--- config.mk ---
export PLATFORM = sky130hd
export DESIGN_NAME = mmu_sched
export DESIGN_NICKNAME = d
export VERILOG_FILES = /design/src/rtl/mmu_sched.sv
export SDC_FILE = /design/constraint.sdc
export NUM_CORES = 1
export LEC_CHECK = 0
export CORE_MARGIN = 10
export CORE_UTILIZATION = 51
export DETAILED_ROUTE_END_ITERATION = 10
export HOLD_SLACK_MARGIN = 0.1
export PLACE_DENSITY = 0.77
export SYNTH_ARGS = -nofsm -noshare
export SYNTH_HDL_FRONTEND = slang
export SYNTH_SLANG_ARGS = --single-unit
--- constraint.sdc ---
create_clock -name clk -period 3.3 [get_ports clk]
set_clock_uncertainty 0.15 [all_clocks]
set_input_delay 0.99 -clock clk [delete_from_list [all_inputs] [get_ports clk]]
set_output_delay 0.99 -clock clk [all_outputs]
set_load 0.03 [all_outputs]
--- src/rtl/mmu_sched.sv ---
// Tile scheduler for the systolic matrix-multiply unit: sequences weight load,
// compute and writeback per tile, with abort and a sub-controller watchdog.
module mmu_sched #(
   parameter int width_height = 16,
   parameter int addr_width   = 8,
   parameter int tile_width   = 8,
   parameter int timeout      = 1024
) (
   input  logic                  clk,
   input  logic                  reset,
   input  logic                  start,
   input  logic                  abort,
   input  logic [tile_width-1:0] num_tiles,
   input  logic [addr_width-1:0] wt_base,
   input  logic [addr_width-1:0] in_base,
   input  logic [addr_width-1:0] out_base,
   output logic                  busy,
   output logic                  done,
   output logic                  err,
   output logic [tile_width-1:0] tile_idx,
   output logic                  wt_active,
   output logic [addr_width-1:0] wt_addr,
   input  logic                  wt_done,
   output logic                  rd_active,
   output logic [addr_width-1:0] in_addr,
   output logic [addr_width-1:0] out_addr,
   input  logic                  wr_done
);

   localparam int wd_width = $clog2(timeout + 1);
   localparam logic [addr_width-1:0] stride   = addr_width'(width_height);
   localparam logic [wd_width-1:0]   wd_limit = wd_width'(timeout);

   typedef enum logic [2:0] {
      IDLE,
      LOAD_W,
      WAIT_W,
      COMPUTE,
      WAIT_C,
      NEXT,
      DONE,
      ERR
   } state_t;

   state_t                state;
   logic [tile_width-1:0] count;
   logic [wd_width-1:0]   wdog;
   logic                  last_tile;

   // Widened compare so a full-scale tile count cannot wrap the +1.
   always_comb begin
      last_tile = (({1'b0, tile_idx} + (tile_width + 1)'(1)) == {1'b0, count});
   end

   always_ff @(posedge clk or negedge reset) begin
      if (!reset) begin
         state     <= IDLE;
         count     <= '0;
         wdog      <= '0;
         busy      <= 1'b0;
         done      <= 1'b0;
         err       <= 1'b0;
         tile_idx  <= '0;
         wt_active <= 1'b0;
         rd_active <= 1'b0;
         wt_addr   <= '0;
         in_addr   <= '0;
         out_addr  <= '0;
      end else begin
         wt_active <= 1'b0;
         rd_active <= 1'b0;
         done      <= 1'b0;
         case (state)
            IDLE, ERR: begin
               if (start) begin
                  count    <= num_tiles;
                  wt_addr  <= wt_base;
                  in_addr  <= in_base;
                  out_addr <= out_base;
                  tile_idx <= '0;
                  err      <= 1'b0;
                  if (num_tiles == '0) begin
                     state <= DONE;
                     done  <= 1'b1;
                  end else begin
                     state     <= LOAD_W;
                     wt_active <= 1'b1;
                     busy      <= 1'b1;
                  end
               end
            end

            LOAD_W: begin
               if (abort) begin
                  state <= IDLE;
                  busy  <= 1'b0;
               end else begin
                  wdog  <= '0;
                  state <= WAIT_W;
               end
            end

            // Completion beats timeout; abort beats both.
            WAIT_W: begin
               if (abort) begin
                  state <= IDLE;
                  busy  <= 1'b0;
               end else if (wt_done) begin
                  state     <= COMPUTE;
                  rd_active <= 1'b1;
               end else if (wdog == wd_limit) begin
                  state <= ERR;
                  err   <= 1'b1;
                  busy  <= 1'b0;
               end else begin
                  wdog <= wdog + 1'b1;
               end
            end

            COMPUTE: begin
               if (abort) begin
                  state <= IDLE;
                  busy  <= 1'b0;
               end else begin
                  wdog  <= '0;
                  state <= WAIT_C;
               end
            end

            WAIT_C: begin
               if (abort) begin
                  state <= IDLE;
                  busy  <= 1'b0;
               end else if (wr_done) begin
                  state <= NEXT;
               end else if (wdog == wd_limit) begin
                  state <= ERR;
                  err   <= 1'b1;
                  busy  <= 1'b0;
               end else begin
                  wdog <= wdog + 1'b1;
               end
            end

            NEXT: begin
               if (abort) begin
                  state <= IDLE;
                  busy  <= 1'b0;
               end else if (last_tile) begin
                  state <= DONE;
                  busy  <= 1'b0;
                  done  <= 1'b1;
               end else begin
                  tile_idx  <= tile_idx + 1'b1;
                  wt_addr   <= wt_addr + stride;
                  in_addr   <= in_addr + stride;
                  out_addr  <= out_addr + stride;
                  state     <= LOAD_W;
                  wt_active <= 1'b1;
               end
            end

            DONE: begin
               state <= IDLE;
            end

            default: begin
               state <= IDLE;
               busy  <= 1'b0;
            end
         endcase
      end
   end

endmodule

Word-level counts from Yosys, hierarchy flattened
Cells that the tools add are included.
{ "totals": {"register_bits": 59, "output_inout_bits": 37} }
{ "classes": {"n_addsub": 6, "eq_ne": 22, "mux": 66, "n_reduce_logical": 13} }
{ "op_table": {"columns": ["operator", "count"], "rows": [
  ["2-to-1 mux 8 bit", 12],
  ["2-to-1 mux 11 bit", 6],
  ["one-hot mux 8 bit (2 select lines)", 4],
  ["one-hot mux 11 bit (3 select lines)", 1],
  ["2-to-1 mux 3 bit", 10],
  ["2-to-1 mux 1 bit", 27],
  ["adder 8 x 5 -> 8 bit, second input constant", 3],
  ["one-hot mux 3 bit (7 select lines)", 1],
  ["inequality test 2 bit, second input constant", 9],
  ["== test 3 bit, second input constant", 4],
  ["AND reduction 6 bit", 2],
  ["adder 11 x 1 -> 11 bit, second input constant", 1],
  ["== test 11 bit, second input constant", 1],
  ["adder 8 x 1 -> 9 bit, second input constant", 1],
  ["== test 9 x 8 -> 1 bit", 1],
  ["inequality test 3 bit, second input constant", 3],
  ["adder 8 x 1 -> 8 bit, second input constant", 1],
  ["zero test 8 bit", 1],
  ["AND reduction 7 bit", 1],
  ["== test 3 x 2 -> 1 bit, second input constant", 2],
  ["nonzero test 3 bit", 2],
  ["one-hot mux 1 bit (5 select lines)", 1],
  ["nonzero test 5 bit", 1],
  ["one-hot mux 1 bit (2 select lines)", 2],
  ["9 further kinds", 10]
]} }

Logic depth before layout (Yosys ltp)
Gate-level depths: netlist of run 1.
{ "logic_depth": {"word_depth": 5, "depth_mapped": 9, "depth_no_buf": 8} }

Worst setup path before layout of run 1
Ideal clock, no wire load.
{ "synth_path": {"path_kind": "register to register", "from": "register tile_idx[0]", "to": "register tile_idx[6]", "arrival_ns": 2.414, "t_required_ns": 3.079, "path_slack_ns": 0.666, "path_stages_with_launch": 9, "period_less_slack_ns": 2.634, "cell_sequence": "dfrtp_1 > ha_1 > and3_1 > nand3_1 > a211oi_2 > o41a_1 > buf_4 > or4b_1 > nand3_1"} }
{ "synth_between": {"elab_chain_len": 4, "word_cells_on_any_way": 8} }
{ "synth_rtl": {"columns": ["item", "line", "rtl"], "rows": [
  ["start: declaration", "20", "output logic [tile_width-1:0] tile_idx,"],
  ["start signal: assignment", "154", "tile_idx <= tile_idx + 1'b1;"],
  ["adder 8 x 1 -> 9 bit / adder 8 x 1 -> 8 bit (equally long branches)", "52, 154", null],
  ["== test 9 x 8 -> 1 bit / 2-to-1 mux 8 bit (equally long branches)", "52, 149", null],
  ["inequality test 2 bit (no source line) / 2-to-1 mux 8 bit (equally long branches)", null, null],
  ["AND reduction 4 bit (no source line) / one-hot mux 8 bit (2 select lines) (equally long branches)", null, null]
]} }
Parallel ways exist; a longest one is shown, timed or not. The select of a mux whose other input is x is not followed.
A chain may end at the register's enable or synchronous reset.

Final worst setup path of run 1
{ "layout_path": {"from": "register tile_idx[1]", "to": "register in_addr[4]"} }
{ "layout_between": {"elab_chain_len": 4} }
{ "layout_rtl": {"columns": ["item", "line", "rtl"], "rows": [
  ["adder 8 x 1 -> 9 bit", "52", "last_tile = (({1'b0, tile_idx} + (tile_width + 1)'(1)) == {1'b0, count});"],
  ["== test 9 x 8 -> 1 bit", "52", null],
  ["inequality test 2 bit (no source line)", null, null],
  ["AND reduction 4 bit (no source line)", null, null],
  ["end signal: assignment", "78", "in_addr <= in_base;"],
  ["end signal: assignment", "156", "in_addr <= in_addr + stride;"],
  ["end: declaration", "25", "output logic [addr_width-1:0] in_addr,"]
]} }
Every way passes these cells.

==> results.sh, run 1 <==
export IMPL_status="complete, no violations"
export IMPL_dieHeight_um=101
export IMPL_routed_via_density=5.89
export IMPL_grt_first_pass_wirelength_um=15800
export IMPL_clkSinkCount=59
export IMPL_worstPathMaxFanout=11
export IMPL_hold_slack_ps=317
export IMPL_syn_nets=427
export IMPL_cts_setup_buffers=0
export IMPL_hold_end="wt_addr[0]$_DFFE_PN0P_"
export IMPL_p_comb_share_pct=46.2
export IMPL_ys_flop_type="dfrtp_1"
export IMPL_worstPathArrival_ps=2940
export IMPL_cts_tree="yes"
export IMPL_intPower_mw=2.09
export IMPL_ys_ff_latch=59
export IMPL_grt_pass1_vias=3192
export IMPL_worstMarginPinSlew_ps=781
export IMPL_crit_chain="ha_1 -> and3_1 -> nand3_1 -> a211oi_2 -> o41a_1 -> a21oi_2 -> a221o_1"
export IMPL_max_freq_mhz=348
export IMPL_wl_met2_um=4540
export IMPL_die_w_um=101
export IMPL_relSlewSlack_pct=47.6
export IMPL_port_buffers=74
export IMPL_firstDrtPassIters=4
export IMPL_drv_cap=0
export IMPL_setup_tns_final_ps=0
export IMPL_dp_hpwl_um=6820
export IMPL_ios=75
export IMPL_holdPathStages=2
export IMPL_grt_start_max_net_pins=31
export IMPL_rows=29
export IMPL_switching_share_pct=41.9
export IMPL_h_tree_depth=3
export IMPL_nets=502
export IMPL_grt_antenna_before_repair=0
export IMPL_synthCells=383
export IMPL_yosysUniqueCellTypes=60
export IMPL_highest_layer="met4"
export IMPL_total_power_mw=3.60
export IMPL_power_density_mw_per_mm2=814
export IMPL_cp_data_required_time_ps=3370
export IMPL_met3WireLength_um=776
export IMPL_crit_type="reg -> reg"
export IMPL_start_util_pct=52.6
export IMPL_drt_iter0_markers=176
export IMPL_synth_simple_gate_area_share_pct=29.4
export IMPL_cp_top_family="compound AO/OA/AOI/OAI gates"
export IMPL_grt_use_total_pct=18.9
export IMPL_crit_slowest_cell="o41a_1"
export IMPL_root_buffer="clkbuf_8"
export IMPL_dr_total_vias=3179
export IMPL_synth_compound_area_share_pct=16.4
export IMPL_syn_area_mm2=0.00336
export IMPL_setup_violations=0
export IMPL_wirelength_met1_um=4060
export IMPL_synth_top_family_by_area="simple AND/OR/NAND/NOR gates"
export IMPL_gp_congestion=0.851
export IMPL_layout_min_cycle_time_ps=2870
export IMPL_min_path_type="reg -> reg"
export IMPL_power_frac_seq_pct=32.8
export IMPL_p_sw_mw=1.51
export IMPL_wl_per_cell_um=17.6
export IMPL_routed_wl_um=9500
export IMPL_crit_buf_inv=0
export IMPL_clkPwrFrac_pct=21.0
export IMPL_fin_crit_sh_pct=87.0
export IMPL_endpoint_kind="flip-flop"
export IMPL_async_flop_share_pct=100
export IMPL_rrSetupSlack_ps=430
export IMPL_hold_viol=0
export IMPL_rsz0062_at_grt="no"
export IMPL_hold_path_startpoint="wt_addr[0]$_DFFE_PN0P_"
export IMPL_r2r_end="in_addr[4]$_DFFE_PN0P_"
export IMPL_max_stage_delay_ps=540
export IMPL_synth_fa_ha_area_share_pct=2.23
export IMPL_layout_drive_gt1_share_pct=8.64
export IMPL_cts_hold_buf=0
export IMPL_die_area_mm2=0.0102
export IMPL_antenna_left=0
export IMPL_numCtsBuffers=9
export IMPL_drcViolationCount=0
export IMPL_grt_overflow=0
export IMPL_area_growth_pct=31.7
export IMPL_synth_xor_area_share_pct=3.39
export IMPL_p_leak_nw=1.89
export IMPL_synth_edf_count=0
export IMPL_crit_path_start_kind="flip-flop"
export IMPL_cts_reportedPaths_clkPinSlew_ps=70
export IMPL_cts_buffer_depth=2
export IMPL_yosysWarnings=0
export IMPL_reg2reg_depth=7
export IMPL_muxShareOfSynthArea_pct=0.596
export IMPL_slew_violations=0
export IMPL_antenna_cells=0
export IMPL_cts_resized_gates=0
export IMPL_synth_avg_cell_area_um2=8.77
export IMPL_synth_top_area_share_pct=43.9
export IMPL_vdd_ir_drop_max_mv=0.612
export IMPL_r2r_start="tile_idx[1]$_DFFE_PN0P_"
export IMPL_yosysSeqAreaShare_pct=43.9
export IMPL_yosys_area_top_type="dfrtp_1"
export IMPL_core_area_mm2=0.00639
export IMPL_insertion_delay_ps=340
export IMPL_yosys_top_cells_area="dfrtp_1 (44%), nand2_1 (8.4%), nand3_1 (4.8%)"
## placed cells by master, fill, tap and decap left out, types with 6 or more instances in the layout
cell and count:
a31oi_1 7, nand2_1 75, clkdlybuf4s50_1 73, clkbuf_8 11, o21ai_0 10, nor3_1 12
xnor2_1 10, nand3_1 32, and3_1 6, a21oi_1 12, dfrtp_1 59, buf_4 13
nor2_1 27, or3_1 7, ha_1 6, inv_1 6
## logic make-up (layout without fill, tap and decap cells)
| logic type | Yosys count | count (layout) |
|---|---|---|
| buf+inv | 30 | 110 |
| xor+xnor | 13 | 13 |
| fa+ha+maj | 6 | 6 |
| mux | 2 | 2 |
| flops | 59 | 59 |
| simple gates | 198 | 198 |
| compound gates | 75 | 75 |
## area by class of cell
type | instances | area (um2)
inverters | 6 | 22.5
multi-input cells | 294 | 1750
fillers | 501 | 1960
clock buffers | 11 | 151
flip-flops and latches | 59 | 1480
repair buffers | 88 | 853
well taps | 77 | 96.3
clock inverters | 5 | 75.1
## synth_stat cells (all sizes together), types with 3 or more instances
master  instances
nor3           13
and2            3
dfrtp          59
nand3          33
nand4           5
nand2b          5
ha              6
nand2          76
o311ai          4
a21oi          13
a31oi           7
nor4            7
o211ai          4
xnor2          10
a221o           3
o22ai           3
inv             6
nor2b           3
buf             9
and3            6
or3             7
o21ai          15
or3b            3
clkbuf         15
o221a           3
or4b            3
a221oi          3
nor2           27
xor2            3
## how the worst max path moves through the flow
stage / end / depth (start not counted) / slack (ps) / from
3_5_place_dp: wdog[5]$_DFFE_PN0P_ / 7 / 70 / wr_done
3_3_place_gp: wdog[9]$_DFFE_PN0P_ / 7 / 190 / wr_done
4_1_cts: in_addr[4]$_DFFE_PN0P_ / 7 / 430 / tile_idx[1]$_DFFE_PN0P_
6_report: in_addr[4]$_DFFE_PN0P_ / 7 / 430 / tile_idx[1]$_DFFE_PN0P_
2_1_floorplan: tile_idx[6]$_DFFE_PN0P_ / 8 / 670 / tile_idx[0]$_DFFE_PN0P_
5_1_grt: in_addr[4]$_DFFE_PN0P_ / 7 / 220 / tile_idx[1]$_DFFE_PN0P_
## routing by layer
layer | up-vias | GRT usage (%)
met1 | 1517 | 24.2
met2 | 102 | 29.5
met4 | 0 | 6.22
met5 | - | 0
met3 | 11 | 6.26
li1 | 1549 | -
## stage by stage
| stage | std cells | util [%] | setup slack (ps) | area, um2 |
|---|---|---|---|---|
| after floorplan | 383 | - | 666 | 3360 |
| after global placement | 524 | 65.7 | 188 | 4200 |
| after detailed placement | 524 | 65.7 | 69.2 | 4200 |
| after CTS | 540 | 69.3 | 433 | 4420 |
| after global routing | 540 | 69.3 | 216 | 4420 |
| final | 540 | 69.3 | 430 | 4420 |
## power groups by stage
stage / clock network (mW) / logic [mW] / registers (mW)
6_report: 0.756 / 1.66 / 1.18
3_3_place_gp: 0 / 1.63 / 1.18
4_1_cts: 0.764 / 1.68 / 1.18
5_1_grt: 0.798 / 1.83 / 1.22
2_1_floorplan: 0 / 0.787 / 1.41
3_5_place_dp: 0 / 1.66 / 1.19
## sequential cells by signal, summed over array words and instances (netlist names)
register and cells:
in_addr 8, busy 1, wt_addr 8, count 8, wt_active 1, state 3, rd_active 1, out_addr 8
wdog 11, err 1, tile_idx 8, done 1
## tightest hold or removal path, cell delays in order (launching register included)
cell and delay (ps):
dfrtp_1 340, nand2_1 50, nand2_1 40
(Power assumes the default switching activity.)
==> run 2: changes to the inputs <==
--- a/config.mk
+++ b/config.mk
@@ -10,6 +10,7 @@
 export DETAILED_ROUTE_END_ITERATION = 10
 export HOLD_SLACK_MARGIN = 0.1
 export PLACE_DENSITY = 0.77
+export SLEW_MARGIN = 25
 export SYNTH_ARGS = -nofsm -noshare
 export SYNTH_HDL_FRONTEND = slang
 export SYNTH_SLANG_ARGS = --single-unit
==> results of run 2 <==
Same layout as run 1: the final DEF is identical, and so are final timing and power.
==> run 3: changes to the inputs <==
--- a/config.mk
+++ b/config.mk
@@ -10,6 +10,7 @@
 export DETAILED_ROUTE_END_ITERATION = 10
 export HOLD_SLACK_MARGIN = 0.1
 export PLACE_DENSITY = 0.77
+export RECOVER_POWER = 100
 export SLEW_MARGIN = 25
 export SYNTH_ARGS = -nofsm -noshare
 export SYNTH_HDL_FRONTEND = slang
==> run 3 against run 2 <==
- the flow now finishes with violations (max-capacitance violations, max-slew violations)
- highest routed layer unchanged
- cell count is the same
- final area shrank 0.62%
- fmax shrank 5.3%
- largest cell class unchanged
- critical endpoint is now in_addr[5]$_DFFE_PN0P_
- clock-buffer cell count is the same
==> results.sh, run 3 (synthesis gave the netlist of run 1 again) <==
export IMPL_grt_first_pass_wirelength_um=15800
export IMPL_antenna_left=0
export IMPL_h_tree_depth=3
export IMPL_layout_common_cells="nand2_1 (76), dfrtp_1 (59), dlygate4sd3_1 (39)"
export IMPL_wl_per_cell_um=17.6
export IMPL_die_area_mm2=0.0102
export IMPL_fin_crit_sh_pct=91.9
export IMPL_cts_resized_gates=0
export IMPL_stdcell_count=540
export IMPL_cts_buffer_depth=2
export IMPL_power_density_mw_per_mm2=803
export IMPL_routed_via_density=5.88
export IMPL_min_path_type="reg -> reg"
export IMPL_max_flop_register="wdog"
export IMPL_slew_violations=31
export IMPL_root_buffer="clkbuf_8"
export IMPL_layout_min_cycle_time_ps=3030
export IMPL_grt_pass1_vias=3192
export IMPL_crit_path_start_kind="input port"
export IMPL_grt_use_total_pct=18.9
export IMPL_dieHeight_um=101
export IMPL_gp_congestion=0.851
export IMPL_cts_hold_buf=0
export IMPL_area_growth_pct=30.8
export IMPL_drv_cap=1
export IMPL_violations="max-capacitance violations, max-slew violations"
export IMPL_antenna_cells=0
export IMPL_worstPathArrival_ps=3170
export IMPL_rrSetupSlack_ps=350
export IMPL_core_area_mm2=0.00639
export IMPL_layout_drive_gt1_share_pct=7.78
export IMPL_largest_register_ffs=11
export IMPL_drcViolationCount=0
export IMPL_use_met1_pct=24.2
export IMPL_rows=29
export IMPL_dp_hpwl_um=6820
export IMPL_grt_start_max_net_pins=31
export IMPL_dr_total_vias=3176
export IMPL_use_met2_pct=29.5
export IMPL_place_area_mm2=0.00420
export IMPL_endpoint_kind="flip-flop"
export IMPL_cts_reportedPaths_clkPinSlew_ps=70
export IMPL_insertion_delay_ps=350
export IMPL_grt_overflow=0
export IMPL_mostFrequentLayoutCell="nand2_1"
export IMPL_met3_usage_pct=6.26
export IMPL_status="finished with violations"
export IMPL_max_freq_mhz=330
export IMPL_hold_viol=0
export IMPL_nets=502
export IMPL_p_leak_nw=1.93
export IMPL_design_area_mm2=0.00440
export IMPL_grt_antenna_before_repair=0
export IMPL_numPlacedInstances=524
export IMPL_worstPathMaxFanout=7
export IMPL_setup_violations=0
export IMPL_vdd_ir_drop_max_mv=0.585
export IMPL_drt_iter0_markers=170
export IMPL_routed_wl_um=9510
export IMPL_die_w_um=101
export IMPL_worstMarginPinSlew_ps=1610
export IMPL_setup_tns_final_ps=0
export IMPL_cts_tree="yes"
export IMPL_crit_type="in -> reg"
export IMPL_clkSinkCount=59
export IMPL_top_usage_layer="met2"
export IMPL_ios=75
export IMPL_start_util_pct=52.6
export IMPL_rsz0062_at_grt="no"
export IMPL_cp_data_required_time_ps=3430
export IMPL_cts_setup_buffers=0
export IMPL_port_buffers=74
export IMPL_firstDrtPassIters=4
export IMPL_numCtsBuffers=9
export IMPL_relSlewSlack_pct=-7.33
run 3: changes by cell type in the layout (fill, tap and decap cells not counted), moves of 3 or more:
cell	before	now
dlygate4sd3_1	0	39
buf_4	13	10
clkbuf_2	0	3
clkdlybuf4s50_1	73	34
run 3: path summary, 6_finish.rpt:
path                                    startpoint                 endpoint  cells past startpoint
max                                          start   in_addr[5]$_DFFE_PN0P_                      8
min                         in_addr[2]$_DFFE_PN0P_   in_addr[2]$_DFFE_PN0P_                      2
max reg2reg                tile_idx[1]$_DFFE_PN0P_   in_addr[5]$_DFFE_PN0P_                      7
min reg2reg                 in_addr[2]$_DFFE_PN0P_   in_addr[2]$_DFFE_PN0P_                      2
max in group asynchronous                    reset  tile_idx[4]$_DFFE_PN0P_                      2
min in group asynchronous                    reset     state[0]$_DFFE_PN0N_                      1
run 3: area by class of cell:
class	instances	area, um2
Inverter	6	22.5
Timing Repair Buffer	88	828
Sequential cell	59	1480
Tap cell	77	96.3
Clock inverter	5	75.1
Clock buffer	11	151
Multi-Input combinational cell	294	1750
Fill cell	505	1990
run 3: worst max-delay path: stages:
cell	delay (ps)
clkdlybuf4s50_1	460
or3b_1	340
a21oi_1	200
a31o_1	300
nand2_1	160
o21ai_0	320
buf_4	220
o221a_1	180
run 3: stage by stage:
step | utilization, % | hold slack (ps) | setup WS [ps] | total power [mW]
finish | 68.8 | 310 | 268 | 3.53
global route | 68.8 | 327 | 122 | 3.77
CTS | 69.3 | 320 | 433 | 3.62
detailed placement | 65.7 | 305 | 69.2 | 2.85
global placement | 65.7 | 298 | 188 | 2.81
floorplan | - | 315 | 666 | 2.20
run 3: routing by layer:
layer | part of all wire, % | vias to the layer above | wire length (um)
met5 | 0 | - | 0
li1 | - | 1544 | -
met2 | 47 | 100 | 4510
met1 | 43 | 1520 | 4120
met3 | 7.8 | 12 | 738
met4 | 1.5 | 0 | 147
run 3: power by group:
part           switching, mW  leakage [nW]  internal, mW  total (mW)
sequential             0.228         0.756         0.948        1.18
combinational          0.985          1.06         0.612        1.60
clock                  0.297         0.119         0.462       0.759
